## src/rtl/gear_approx_adder_8bit.sv

```systemverilog
`default_nettype none
// ============================================================================
// Module      : gear_approx_adder_8bit
// Description : Registered GeAr (Generic Accuracy-configurable) approximate
//               adder. The N-bit addition is split into K overlapping
//               sub-adders of length L=R+P, each with carry-in 0. The low P
//               bits of every sub-adder only predict its carry; the high R
//               bits form part of the sum. Also flags results that differ
//               from the exact sum.
// Ports       : clk       - rising-edge clock
//               rst       - synchronous active-high reset
//               in_valid  - operands valid this cycle
//               a, b      - N-bit unsigned operands
//               out_valid - registered result valid
//               sum       - registered N+1 bit approximate sum
//               err       - registered flag, 1 when sum != a+b
// Revision    : 1.0 - initial release
// ============================================================================
module gear_approx_adder_8bit #(
    parameter int N = 8,
    parameter int R = 2,
    parameter int P = 2
) (
    input  logic         clk,
    input  logic         rst,
    input  logic         in_valid,
    input  logic [N-1:0] a,
    input  logic [N-1:0] b,
    output logic         out_valid,
    output logic [N:0]   sum,
    output logic         err
);

    localparam int c_L = R + P;
    localparam int c_K = (N - c_L) / R + 1;

    // Reject illegal configurations at elaboration time.
    generate
        if ((R < 1) || (P < 0) || (c_L > N) || (((N - c_L) % R) != 0)) begin : g_illegal_cfg
            $error("gear_approx_adder_8bit: illegal N/R/P configuration");
        end
    endgenerate

    // Each sub-adder result carries one extra bit for its carry-out.
    logic [c_L:0] w_sub [c_K];
    logic [N:0]   w_approx;
    logic [N:0]   w_exact;
    logic         w_err;

    generate
        for (genvar j = 0; j < c_K; j++) begin : g_sub
            assign w_sub[j] = {1'b0, a[j*R + c_L - 1 : j*R]}
                            + {1'b0, b[j*R + c_L - 1 : j*R]};

            if (j == 0) begin : g_first
                // The first sub-adder has no predecessor, so all of its
                // bits are trusted.
                assign w_approx[c_L-1:0] = w_sub[j][c_L-1:0];
            end else begin : g_rest
                // Only the upper R bits are kept; the low P bits merely
                // served to guess the carry into this window.
                assign w_approx[j*R + c_L - 1 : j*R + P] = w_sub[j][c_L-1:P];
            end
        end
    endgenerate

    // Carry-out of the last sub-adder is the MSB; all other carries drop.
    assign w_approx[N] = w_sub[c_K-1][c_L];

    // Errors only ever drop carries, so any difference is a real error.
    assign w_exact = {1'b0, a} + {1'b0, b};
    assign w_err   = (w_approx != w_exact);

    always_ff @(posedge clk) begin
        if (rst) begin
            out_valid <= 1'b0;
            sum       <= '0;
            err       <= 1'b0;
        end else if (in_valid) begin
            out_valid <= 1'b1;
            sum       <= w_approx;
            err       <= w_err;
        end else begin
            // Result registers hold; only the valid flag drops.
            out_valid <= 1'b0;
        end
    end

endmodule
`default_nettype wire

```

## config.mk

```make
export PLATFORM = sky130hd
export DESIGN_NAME = gear_approx_adder_8bit
export DESIGN_NICKNAME = d
export VERILOG_FILES = /design/src/rtl/gear_approx_adder_8bit.sv
export SDC_FILE = /design/constraint.sdc
export NUM_CORES = 1
export LEC_CHECK = 0
export ABC_AREA = 1
export ABC_CLOCK_PERIOD_IN_PS = 1500
export CORE_MARGIN = 4
export CORE_UTILIZATION = 41
export DETAILED_ROUTE_END_ITERATION = 12
export HOLD_SLACK_MARGIN = 0.12
export PLACE_DENSITY = 0.75
export SLEW_MARGIN = 10
export SYNTH_ARGS = -nofsm -noshare
export SYNTH_HDL_FRONTEND = slang
export SYNTH_SLANG_ARGS = --single-unit
```

## constraint.sdc

```tcl
create_clock -name clk -period 1.5 [get_ports clk]
set_input_delay 0.3 -clock clk [delete_from_list [all_inputs] [get_ports clk]]
set_output_delay 0.3 -clock clk [all_outputs]
set_load 0.01 [all_outputs]
```

==> impl_metrics.py, run 1 <==
metrics = {
    "synthesis": {
        "ys_types": 20,
        "yosys_warnings": 0,
        "syn_inst": 99,
        "avgSynthCellArea_um2": 7.052,
        "syn_nets": 127,
        "ys_seq_area_frac": 0.3154,
        "ys_seq_elements": 11,
        "syn-cell-area_um2": 698.2,
    },
    "global_routing": {
        "grt_pass1_wl_um": 2911,
        "globalRouteOverflowTotal": 0,
        "antenna_found_initial": 0,
        "grt_pass1_vias": 685,
        "grt_max_degree": 13,
        "grt_use_total": 0.1554,
    },
    "sta": {
        "fin_worst_skew_ns": 0,
        "maxSlewViolCount": 0,
        "setup_violations": 0,
        "whs_ns": 0.4197,
        "worst_pin_slew_ns": 0.2100,
        "fmax_ghz": 0.6919,
        "hold_viol_final": 0,
        "worst_slack_ns": 0.05474,
        "fin_crit_ns": 1.445,
        "rsz0062_at_grt": "false",
        "timing.setup.tns_ns": 0,
        "post-route-period-util": 0.9635,
        "slew_headroom": 0.8599,
    },
    "worst_setup_path": {
        "critPathMaxStageDelay_ns": 0.54,
        "cp_slowest_cell": "clkdlybuf4s50_1",
        "cp_max_fo": 2,
        "critical_path_required_ns": 1.20,
        "worstSetupPathType": "reg -> out",
        "end_kind": "output pin",
        "arrival_ns": 1.15,
        "worst-path-buf-inv": 1,
        "crit_chain": "clkdlybuf4s50_1",
        "critPathLaunchType": "flop",
        "cpLargestDelayFamily": "buffers and inverters",
    },
    "finish": {
        "n_fill_cell": 128,
        "nets": 165,
        "syn2layout_area_growth_pct": 57.89,
        "regArea_um2": 220.2,
        "drive_above_1_share": 0.1397,
        "n_antenna_cell": 0,
        "multi_input_area_um2": 444.2,
        "finish.instance_area_um2": 1102,
        "utilization": 0.7071,
    },
    "clocking": {
        "cts.htree.levels": 1,
        "cts-buffers-inserted": 3,
        "clk_pin_slew_ns": 0.07,
        "clockBufferDepth": 2,
        "ctsHoldBuffers": 0,
        "cts_tree": "done",
        "clock_latency_ns": 0.26,
        "clock_sinks": 11,
        "cts_root_buffer": "clkbuf_4",
    },
    "route": {
        "first_pass_iters": 4,
        "viasPerCell": 4.888,
        "drtIter0Drc": 15,
        "wl_per_cell_um": 11.00,
        "drc": 0,
        "ant_nets": 0,
        "drt_wl_total_um": 1672,
        "vias": 743,
    },
    "power": {
        "comb_power_share": 0.346,
        "seqPwrFrac": 0.405,
        "clkPwrFrac": 0.249,
        "p_sw_uw": 237.3,
        "vdd_drop_max_uv": 341.9,
        "sw_frac_of_total": 0.2913,
        "p_leak_uw": 0.0005821,
        "internal_power_uw": 577.5,
        "powerDensity_nw_per_um2": 739.2,
    },
    "flow_run": {
        "drv_cap": 0,
    },
    "floorplan": {
        "start_util": 0.4478,
        "die_y_um": 49.27,
        "io_pins": 30,
        "die_w_um": 49.27,
        "row_count": 14,
        "dieArea_um2": 2427,
        "core_area_um2": 1559,
    },
    "placement": {
        "gp_congestion": 0.7875,
        "placed_area_um2": 1031,
        "port_buffers": 29,
        "pre_cts_ws_ns": -0.3615,
        "dpl.hpwl_um": 1332,
    },
    "hold_path": {
        "min_path_type": "in -> reg",
    },
    "outcome": {
        "status": "finished clean",
    },
}
## state kept, by name (all words and copies together) (netlist names)
name,count
sum,9
err,1
out_valid,1
## cells by family after synthesis
logic type                 after synthesis  share of synthesized area
and+or+nand+nor                         51                     0.3118
adders and majority gates                9                     0.1720
DFF                                     11                     0.3154
buffers and inverters                   14                    0.08065
xor gates and xnor gates                 3                    0.03764
AOI/OAI and AO/OA                       11                    0.08243
## Yosys cell counts
cell type,count,area share
a21oi_1,3,0.021
buf_4,1,0.011
clkinv_1,2,0.011
dfxtp_1,11,0.32
fa_1,1,0.029
ha_1,8,0.14
inv_1,8,0.043
inv_2,3,0.016
nand2_1,20,0.11
nand2_2,2,0.018
nand3_1,6,0.043
nand3b_1,1,0.011
nand4_1,2,0.018
nor2_1,18,0.097
nor2_2,2,0.018
o21ai_0,2,0.014
o21ai_1,5,0.036
o21bai_1,1,0.011
xnor2_1,2,0.025
xor2_1,1,0.013
## worst paths after layout
path	slack, ns	from	to	cells past startpoint
setup / recovery	0.05	sum[0]	sum[0]	1
hold / removal	0.42	a[0]	sum[0]	4
setup reg to reg	0.85	sum[2]	sum[2]	4
hold reg to reg	0.48	sum[7]	sum[7]	2
## layout make-up
cell class | count | area share
tap | 16 | 0.01816
sequential | 11 | 0.1998
multi-input combinational | 74 | 0.4030
inverter | 13 | 0.04427
clock buffer | 4 | 0.02384
timing repair buffer | 34 | 0.3110
## what timing repair did
| action | in CTS | in global routing |
|---|---|---|
| pin swaps | 0 | 5 |
| gates resized for setup | 2 | 9 |
| setup buffers | 0 | 1 |
| setup endpoints to repair | 1 | 4 |
## layer usage
| metal | track usage | share of wire | up-vias |
|---|---|---|---|
| li1 | - | - | 391 |
| met1 | 0.1716 | 0.44 | 322 |
| met2 | 0.2634 | 0.48 | 25 |
| met3 | 0.03670 | 0.054 | 5 |
| met4 | 0.09953 | 0.026 | 0 |
| met5 | 0 | 0 | - |
## metrics by stage
step,instances,total power (µW)
finish,152,814.8
global route,152,876.5
CTS,151,820.9
detailed placement,147,611.4
global placement,147,605.3
floorplan,99,476.3
## cell usage in the layout (no fill, tap or decap), drive strengths merged
cell	instances
ha	8
dfxtp	11
buf	5
inv	11
xnor2	2
nand3	6
clkinv	2
o21bai	1
fa	1
nand4	2
nor2	20
nand3b	1
o21ai	7
dlymetal6s2s	6
xor2	1
clkdlybuf4s50	23
clkbuf	4
a21oi	3
nand2	22
## power by group through the flow
stage	clock, µW	combinational [µW]	sequential, µW
after floorplan	0	129	348
after global placement	0	270	335
after detailed placement	0	275	337
after CTS	214	277	330
after global routing	229	314	334
final	203	282	330
Note: power is estimated with default switching activity, not from simulation.
==> inputs of run 2 (changes only) <==
--- a/config.mk
+++ b/config.mk
@@ -7,12 +7,13 @@
 export LEC_CHECK = 0
 export ABC_AREA = 1
 export ABC_CLOCK_PERIOD_IN_PS = 1500
+export CAP_MARGIN = 25
 export CORE_MARGIN = 4
 export CORE_UTILIZATION = 41
 export DETAILED_ROUTE_END_ITERATION = 12
 export HOLD_SLACK_MARGIN = 0.12
 export PLACE_DENSITY = 0.75
-export SLEW_MARGIN = 10
+export SLEW_MARGIN = 40
 export SYNTH_ARGS = -nofsm -noshare
 export SYNTH_HDL_FRONTEND = slang
 export SYNTH_SLANG_ARGS = --single-unit
==> results of run 2 <==
No change in the layout: final DEF, timing and power equal those of run 1.
